`config.mk`:
```
export PLATFORM = sky130hd
export DESIGN_NAME = i3c_tx_byte_serializer
export DESIGN_NICKNAME = d
export VERILOG_FILES = /design/src/rtl/i3c_pkg.sv /design/src/rtl/i3c_tx_byte_serializer.sv
export SDC_FILE = /design/constraint.sdc
export NUM_CORES = 1
export LEC_CHECK = 0
export CAP_MARGIN = 20
export CORE_AREA = 2 2 48 50
export DETAILED_ROUTE_END_ITERATION = 10
export DIE_AREA = 0 0 50 52
export GPL_TIMING_DRIVEN = 0
export PLACE_DENSITY = 0.8
export SETUP_SLACK_MARGIN = 0.02
export SKIP_LAST_GASP = 1
export SLEW_MARGIN = 20
export SYNTH_ARGS = -nofsm -noshare
export SYNTH_HDL_FRONTEND = slang
export SYNTH_SLANG_ARGS = --single-unit
```
`constraint.sdc`:
```
create_clock -name clk_i -period 4.8 [get_ports clk_i]
set_clock_uncertainty 0.1 [all_clocks]
set_input_delay 0.96 -clock clk_i [delete_from_list [all_inputs] [get_ports clk_i]]
set_output_delay 0.96 -clock clk_i [all_outputs]
set_load 0.05 [all_outputs]
```
`src/rtl/i3c_pkg.sv`:
```
// Shared I3C definitions: TX serializer state encoding and T-bit values.
package i3c_pkg;

   // Serializer FSM states
   typedef enum logic [2:0] {
      IDLE    = 3'd0,
      FETCH   = 3'd1,
      SHIFT   = 3'd2,
      TBIT    = 3'd3,
      RELEASE = 3'd4
   } tx_ser_state_e;

   // T-bit on a private read: 1 = controller may keep reading, 0 = end of data
   localparam logic I3C_TBIT_MORE = 1'b1;
   localparam logic I3C_TBIT_END  = 1'b0;

   // Saturating increment for 16-bit status counters
   function automatic logic [15:0] sat_inc16(input logic [15:0] v);
      return (v == 16'hFFFF) ? v : v + 16'd1;
   endfunction

endpackage

```
`src/rtl/i3c_tx_byte_serializer.sv`:
```
// I3C SDR private-read byte serializer. Takes bytes from the TTI TX width
// converter and shifts them MSB-first onto SDA, one bit per bit_tick_i
// (SCL falling edge), appending the T-bit after every byte.
// Optional build macro I3C_TX_SER_BYTE_CNT_EN adds tx_byte_cnt_o, a
// saturating count of bytes whose T-bit has been driven since start_i.
module i3c_tx_byte_serializer
   import i3c_pkg::*;
(
   input  logic        clk_i,
   input  logic        rst_i,
   input  logic        start_i,
   input  logic        abort_i,
   input  logic        bit_tick_i,
   input  logic        sink_valid_i,
   output logic        sink_ready_o,
   input  logic [7:0]  sink_data_i,
   input  logic        sink_last_i,
   output logic        sda_o,
   output logic        sda_oe_o,
   output logic        busy_o,
   output logic        done_o,
   output logic        underrun_o
`ifdef I3C_TX_SER_BYTE_CNT_EN
   ,
   output logic [15:0] tx_byte_cnt_o
`endif
);

   tx_ser_state_e state_q;
   logic [7:0]    shreg_q;
   logic [2:0]    bit_cnt_q;
   logic          last_q;
   logic          sda_q;
   logic          sda_oe_q;
   logic          done_q;
   logic          underrun_q;
   logic          handshake;

   // Ready only while waiting for a byte; an abort (or reset) in the same
   // cycle suppresses it so no byte is consumed and then thrown away.
   assign sink_ready_o = (state_q == FETCH) && !abort_i && !rst_i;
   assign handshake    = sink_valid_i && sink_ready_o;

   assign busy_o     = (state_q != IDLE);
   assign sda_o      = sda_q;
   assign sda_oe_o   = sda_oe_q;
   assign done_o     = done_q;
   assign underrun_o = underrun_q;

   // Main FSM: byte fetch, bit shifting, T-bit and bus release
   always_ff @(posedge clk_i) begin
      if (rst_i) begin
         state_q    <= IDLE;
         shreg_q    <= 8'h00;
         bit_cnt_q  <= 3'd0;
         last_q     <= 1'b0;
         sda_q      <= 1'b1;
         sda_oe_q   <= 1'b0;
         done_q     <= 1'b0;
         underrun_q <= 1'b0;
      end else begin
         done_q     <= 1'b0;
         underrun_q <= 1'b0;
         if (abort_i) begin
            state_q  <= IDLE;
            sda_q    <= 1'b1;
            sda_oe_q <= 1'b0;
         end else begin
            case (state_q)
               IDLE: begin
                  if (start_i) state_q <= FETCH;
               end
               FETCH: begin
                  if (handshake) begin
                     shreg_q <= sink_data_i;
                     last_q  <= sink_last_i;
                     state_q <= SHIFT;
                     if (bit_tick_i) begin
                        // byte arrives just in time: MSB goes out straight away
                        sda_q     <= sink_data_i[7];
                        sda_oe_q  <= 1'b1;
                        bit_cnt_q <= 3'd6;
                     end else begin
                        bit_cnt_q <= 3'd7;
                     end
                  end else if (bit_tick_i) begin
                     // bus wants a bit we do not have: release SDA and give up
                     underrun_q <= 1'b1;
                     sda_q      <= 1'b1;
                     sda_oe_q   <= 1'b0;
                     state_q    <= IDLE;
                  end
               end
               SHIFT: begin
                  if (bit_tick_i) begin
                     sda_q    <= shreg_q[bit_cnt_q];
                     sda_oe_q <= 1'b1;
                     if (bit_cnt_q == 3'd0) state_q <= TBIT;
                     else                   bit_cnt_q <= bit_cnt_q - 3'd1;
                  end
               end
               TBIT: begin
                  if (bit_tick_i) begin
                     sda_q   <= last_q ? I3C_TBIT_END : I3C_TBIT_MORE;
                     state_q <= last_q ? RELEASE : FETCH;
                  end
               end
               RELEASE: begin
                  if (bit_tick_i) begin
                     sda_q    <= 1'b1;
                     sda_oe_q <= 1'b0;
                     done_q   <= 1'b1;
                     state_q  <= IDLE;
                  end
               end
               default: begin
                  state_q  <= IDLE;
                  sda_q    <= 1'b1;
                  sda_oe_q <= 1'b0;
               end
            endcase
         end
      end
   end

`ifdef I3C_TX_SER_BYTE_CNT_EN
   logic [15:0] byte_cnt_q;
   logic [15:0] byte_cnt_d;

   // Next count: clear on an accepted start, bump when a T-bit goes out
   always_comb begin
      byte_cnt_d = byte_cnt_q;
      if (!abort_i) begin
         if (state_q == IDLE && start_i)          byte_cnt_d = 16'h0000;
         else if (state_q == TBIT && bit_tick_i)  byte_cnt_d = sat_inc16(byte_cnt_q);
      end
   end

   // Byte counter register; held across done/abort until the next start
   always_ff @(posedge clk_i) begin
      if (rst_i) byte_cnt_q <= 16'h0000;
      else       byte_cnt_q <= byte_cnt_d;
   end

   assign tx_byte_cnt_o = byte_cnt_q;
`endif

endmodule

```
==> results.py, run 1 <==
metrics = {
    "logic_synthesis": {
        "yosys_warnings": 0,
        "synth.distinct_cells": 43,
        "synth-seq-cells": 19,
        "synth-edff-count": 0,
        "netlist_area_um2": 1077,
        "ys.flop_type": "dfxtp_1",
        "ys_seq_area_share_pct": 35.31,
        "async_flop_share_pct": 0,
        "syn-instance-count": 131,
        "synth_nets": 148,
        "synth_area_per_cell_um2": 8.224,
    },
    "sta": {
        "finalHoldViolCount": 0,
        "drv_slew": 0,
        "fin_crit_sh_pct": 81.72,
        "final.setup.tns_ps": 0,
        "fin_ws_ps": 877.5,
        "period_minus_slack_ps": 3923,
        "rsz0062_at_grt": "no",
        "clock.fmax_ghz": 0.2549,
        "relSlewSlack_pct": 66.69,
        "setup_violations": 0,
        "tightest_slew_ps": 498.0,
    },
    "route": {
        "remaining_drc_errors": 0,
        "vias_per_cell": 5.902,
        "routed_wl_um": 2611,
        "drtPass1Iterations": 4,
        "post_drt_wl_per_cell_um": 14.27,
        "first_iter_violations": 21,
        "drtAntennaViolNets": 0,
        "via_count": 1080,
    },
    "setup_path": {
        "cp.arrival_ps": 2860,
        "critPathRequiredTime_ps": 3740,
        "reg2reg_to": "bit_cnt_q[1]",
        "timing.critical_path.mode_cell": "clkdlybuf4s50_1",
        "crit_type": "in2out",
        "crit_chain": "clkdlybuf4s50_1, or2_1, nor3_1, clkdlybuf4s50_1",
        "reg2reg_slack_ps": 2950,
        "worstSetupStartpointType": "input port",
        "cp_slowest_cell": "clkdlybuf4s50_1",
        "endpoint_kind": "output port",
        "ff2ff_path_depth": 6,
        "critPathMaxFanout": 6,
        "timing.rr.start": "bit_cnt_q[0]",
        "cp_slowest_stage_delay_ps": 840,
    },
    "placement": {
        "place.gp.congestion": 0.9191,
        "port_buffers": 20,
        "placed_cells": 179,
        "pre_cts_ws_ps": 871.3,
        "hpwl_um": 1898,
    },
    "power": {
        "power.leakage_uw": 0.0004291,
        "peakVddDrop_mv": 0.2035,
        "powerDensity_nw_per_um2": 213.9,
    },
    "floorplanning": {
        "io_pins": 21,
        "coreArea_um2": 2106,
        "die_area_um2": 2600,
        "row_count": 17,
        "initial_core_util_pct": 51.16,
        "die_y_um": 52,
        "die_w_um": 50,
    },
    "global_routing": {
        "grt_max_degree": 11,
        "gr-total-overflow": 0,
        "grt_util_all_layers_pct": 21.00,
        "grt_pass1_wl_um": 4174,
        "grt_antenna_before_repair": 0,
        "grt_pass1_vias": 931,
    },
    "finish": {
        "final_cell_mix": "clkdlybuf4s50_1, dfxtp_1, nand2_1",
        "finalNonFillerCells": 183,
        "num-fill-cells": 175,
        "final_common_cell": "clkdlybuf4s50_1",
        "final_nets": 173,
        "drive_above_1_share_pct": 7.742,
        "area.growth.synth_to_final_pct": 24.27,
        "diodes": 0,
    },
    "clocking": {
        "cts-hold-fix-buffers": 0,
        "path_clk_slew_ps": 120,
        "cts_resized": 0,
        "cts_buffer_depth": 2,
        "cts_tree": "yes",
        "clock_sinks": 19,
        "clk_latency_ps": 310,
        "cts_max_level": 1,
        "root_buffer": "clkbuf_4",
        "cts_buffers": 3,
        "post_cts_buffers": 0,
    },
    "worst_hold_path": {
        "hp-class": "reg2reg",
        "hp-start": "shreg_q[6]",
        "holdPathStages": 2,
        "holdPathEnd": "shreg_q[6]",
    },
    "status": {
        "outcome": "finished, final reports clean",
    },
    "job": {
        "max_cap_viol_count": 0,
    },
}
-- synthesized netlist by cell type (2+ instances only) --
cell | instances | area [um^2]
dfxtp_1 | 19 | 380.4
nand2_1 | 16 | 60.06
a21oi_1 | 12 | 60.06
nand3_1 | 12 | 60.06
inv_1 | 7 | 26.28
clkbuf_1 | 6 | 22.52
o21ai_0 | 6 | 30.03
nor2_1 | 5 | 18.77
nor2b_1 | 3 | 18.77
nor3_1 | 3 | 15.01
a31oi_1 | 2 | 12.51
ha_1 | 2 | 25.02
mux4_2 | 2 | 45.04
nand2b_1 | 2 | 12.51
nand3b_1 | 2 | 15.01
o2111ai_1 | 2 | 17.52
o221ai_1 | 2 | 17.52
or2_1 | 2 | 12.51
or3_1 | 2 | 12.51
-- logic make-up after synthesis --
family / after synthesis / synth area share [%]
AND/OR/NAND/NOR: 57 / 29.62
adder cells (fa/ha/maj): 2 / 2.323
buffers and inverters: 15 / 6.039
multiplexers: 3 / 5.226
flip-flops: 19 / 35.31
AO/OA/AOI/OAI: 35 / 21.49
-- flip-flops by register name, indices dropped and copies added, names as in the netlist --
signal	flops
shreg_q	8
bit_cnt_q	3
sda_o	1
underrun_o	1
sda_oe_o	1
done_o	1
last_q	1
state_q	3
-- worst max path at each step --
stage / start / to / slack [ps] / depth (start not counted)
3_3_place_gp: rst_i / sink_ready_o / 880 / 4
4_1_cts: rst_i / sink_ready_o / 870 / 4
6_report: rst_i / sink_ready_o / 880 / 4
5_1_grt: rst_i / sink_ready_o / 790 / 4
3_5_place_dp: rst_i / sink_ready_o / 870 / 4
2_1_floorplan: abort_i / sink_ready_o / 1380 / 2
-- cell type report --
class / count / area [um^2] / area share [%]
plain buffers: 8 / 38.79 / 2.897
clock buffers: 4 / 26.28 / 1.963
inverters: 7 / 26.28 / 1.963
multi-input cells: 97 / 631.9 / 47.20
flip-flops and latches: 19 / 380.4 / 28.41
well taps: 28 / 35.03 / 2.617
repair buffers: 20 / 200.2 / 14.95
-- layer usage --
| metal | global-route usage [%] | part of all wire [%] | up-vias |
|---|---|---|---|
| li1 | - | - | 526 |
| met1 | 26.57 | 43 | 510 |
| met2 | 35.31 | 50 | 37 |
| met3 | 2.874 | 4.6 | 7 |
| met4 | 9.722 | 2.1 | 0 |
| met5 | 0 | 0 | - |
-- power breakdown --
part / leakage, uW / internal, uW / switching (uW)
Clock: 0.0000150 / 32.5 / 52.6
Combinational: 0.000261 / 19.2 / 21.5
Sequential: 0.000153 / 159 / 1.57
-- critical path: cells and delay by family --
family	cells	cell delay, ps
simple gates	2	550
buf+inv	2	1350
-- through the flow --
step / hold WS, ps / cell area, um^2 / utilization, % / total power [uW]
after floorplan: 333.1 / 1077 / - / 184.5
after global placement: 340.6 / 1313 / 62.33 / 203.7
after detailed placement: 349.3 / 1313 / 62.33 / 204.5
after CTS: 369.2 / 1339 / 63.58 / 287.2
after global routing: 385.7 / 1339 / 63.58 / 297.8
final: 364.5 / 1339 / 63.58 / 286.4
Power figures use the tool's default switching activity.
==> inputs of run 2 (changes only) <==
--- a/config.mk
+++ b/config.mk
@@ -6,11 +6,11 @@
 export NUM_CORES = 1
 export LEC_CHECK = 0
 export CAP_MARGIN = 20
-export CORE_AREA = 2 2 48 50
+export CORE_AREA = 2 2 52 54
 export DETAILED_ROUTE_END_ITERATION = 10
-export DIE_AREA = 0 0 50 52
+export DIE_AREA = 0 0 54 56
 export GPL_TIMING_DRIVEN = 0
-export PLACE_DENSITY = 0.8
+export PLACE_DENSITY = 0.72
 export SETUP_SLACK_MARGIN = 0.02
 export SKIP_LAST_GASP = 1
 export SLEW_MARGIN = 20
==> constraint.sdc (replaced) <==
create_clock -name clk_i -period 3.5 [get_ports clk_i]
set_clock_uncertainty 0.1 [all_clocks]
set_input_delay 0.7 -clock clk_i [delete_from_list [all_inputs] [get_ports clk_i]]
set_output_delay 0.7 -clock clk_i [all_outputs]
set_load 0.05 [all_outputs]
==> results.py, run 2 (same netlist as run 1, synthesis figures left out) <==
metrics = {
    "status": {
        "outcome": "finished, final reports clean",
    },
    "placement": {
        "pre_cts_ws_ps": 91.86,
        "place.gp.congestion": 0.8507,
        "post_dp_cell_area_um2": 1315,
        "port_buffers": 20,
        "hpwl_um": 1966,
        "placed_cells": 181,
    },
    "sta": {
        "clock.fmax_ghz": 0.3315,
        "drv_slew": 0,
        "relSlewSlack_pct": 66.59,
        "rsz0062_at_grt": "no",
        "setup_violations": 0,
        "period_minus_slack_ps": 3017,
        "finalHoldViolCount": 0,
        "fin_ws_ps": 483.1,
        "fin_crit_sh_pct": 86.20,
        "final.setup.tns_ps": 0,
        "tightest_slew_ps": 500.3,
    },
    "worst_hold_path": {
        "hp-class": "reg2reg",
        "hp-start": "shreg_q[7]",
    },
    "power": {
        "powerDensity_nw_per_um2": 287.2,
        "clock_power_share_pct": 28.5,
        "power.leakage_uw": 0.0004473,
        "seqPwrFrac_pct": 57.1,
        "combPwrFrac_pct": 14.5,
        "peakVddDrop_mv": 0.2227,
        "switching_share_pct": 25.17,
        "internal-power_uw": 288.8,
        "p_switching_uw": 97.12,
    },
    "finish": {
        "largest_register_ffs": 8,
        "diodes": 0,
        "finalNonFillerCells": 185,
        "stdcell_area_um2": 1344,
        "area.growth.synth_to_final_pct": 24.74,
        "final_cell_mix": "dfxtp_1, clkdlybuf4s50_1, nand2_1",
        "top_regs": "shreg_q: 8 flops, bit_cnt_q: 3 flops, state_q: 3 flops",
        "final_nets": 173,
        "drive_above_1_share_pct": 7.742,
        "largest-register": "shreg_q",
        "final_core_utilization_pct": 55.25,
    },
    "floorplanning": {
        "row_count": 18,
        "die_y_um": 56,
        "initial_core_util_pct": 44.29,
        "coreArea_um2": 2432,
        "io_pins": 21,
        "die_area_um2": 3024,
        "die_w_um": 54,
    },
    "route": {
        "drtPass1Iterations": 4,
        "via_count": 1043,
        "post_drt_wl_per_cell_um": 13.83,
        "routed_wl_um": 2558,
        "vias_per_cell": 5.638,
        "remaining_drc_errors": 0,
        "drtAntennaViolNets": 0,
        "first_iter_violations": 36,
    },
    "clocking": {
        "cts_buffers": 3,
        "clock_sinks": 19,
        "root_buffer": "clkbuf_4",
        "path_clk_slew_ps": 110,
        "post_cts_buffers": 0,
        "cts_resized": 0,
        "cts_max_level": 1,
        "cts_tree": "yes",
        "clk_latency_ps": 290,
        "cts-hold-fix-buffers": 0,
        "cts_buffer_depth": 2,
    },
    "global_routing": {
        "grt_util_all_layers_pct": 18.26,
        "grt_max_degree": 11,
        "grt_antenna_before_repair": 0,
        "grt_pass1_wl_um": 4133,
        "grt_pass1_vias": 933,
        "gr-total-overflow": 0,
    },
    "setup_path": {
        "crit_chain": "clkdlybuf4s50_1, or2_1, nor3_1, dlymetal6s2s_1",
        "critPathRequiredTime_ps": 2700,
        "endpoint_kind": "output port",
        "critPathMaxFanout": 6,
        "worstSetupStartpointType": "input port",
        "cp-startpoint": "rst_i",
        "cp_slowest_cell": "clkdlybuf4s50_1",
        "cp_slowest_stage_delay_ps": 520,
        "cp.arrival_ps": 2220,
        "timing.rr.start": "bit_cnt_q[0]",
        "crit_type": "in2out",
    },
    "job": {
        "max_cap_viol_count": 0,
    },
}
run 2: changes by cell type in the layout (fill, tap and decap cells not counted), sizes merged:
| cell | delta |
|---|---|
| clkdlybuf4s50 | -1 |
| dlymetal6s2s | +1 |
run 2: routing by layer:
| metal | part of all wire [%] | GRT usage [%] |
|---|---|---|
| met1 | 44 | 23.01 |
| met2 | 51 | 30.84 |
| met3 | 3.6 | 3.226 |
| met4 | 0.78 | 5.357 |
| met5 | 0 | 0 |
run 2: worst max-delay path: cells and delay by family:
kind                   cells  cell delay [ps]
buffers and inverters      2              970
AND/OR/NAND/NOR            2              540
run 2: worst paths after layout:
kind,to,slack (ps),cells past startpoint
max,sink_ready_o,480,4
min,shreg_q[7],370,2
max reg2reg,bit_cnt_q[1],1640,6
min reg2reg,shreg_q[7],370,2
run 2: final cells by class:
class	count	area, um^2
Buffer	8	38.79
Tap cell	30	37.54
Sequential cell	19	380.4
Multi-Input combinational cell	97	631.9
Timing Repair Buffer	20	202.7
Inverter	7	26.28
Clock buffer	4	26.28
Fill cell	255	1089
run 2: through the flow:
| stage | total power, uW | hold WS (ps) |
|---|---|---|
| floorplan | 253.1 | 333.1 |
| global placement | 279.8 | 340.2 |
| detailed placement | 280.6 | 354.5 |
| CTS | 388.7 | 369.4 |
| global route | 404.2 | 394.0 |
| finish | 385.9 | 366.8 |
run 2: power groups by stage:
stage                     sequential, uW  combinational, uW  clock, uW
after global placement               225               54.8          0
after floorplan                      225               27.6          0
after global routing                 221               60.5        123
after detailed placement             225               55.2          0
final                                220               55.8        110
after CTS                            220               55.7        113
==> inputs of run 3 (changes only) <==
--- a/config.mk
+++ b/config.mk
@@ -5,7 +5,6 @@
 export SDC_FILE = /design/constraint.sdc
 export NUM_CORES = 1
 export LEC_CHECK = 0
-export CAP_MARGIN = 20
 export CORE_AREA = 2 2 52 54
 export DETAILED_ROUTE_END_ITERATION = 10
 export DIE_AREA = 0 0 54 56
@@ -13,7 +12,7 @@
 export PLACE_DENSITY = 0.72
 export SETUP_SLACK_MARGIN = 0.02
 export SKIP_LAST_GASP = 1
-export SLEW_MARGIN = 20
+export SLEW_MARGIN = 40
 export SYNTH_ARGS = -nofsm -noshare
 export SYNTH_HDL_FRONTEND = slang
 export SYNTH_SLANG_ARGS = --single-unit
==> results of run 3 <==
The final DEF is identical to that of run 2; final timing and power are the same.
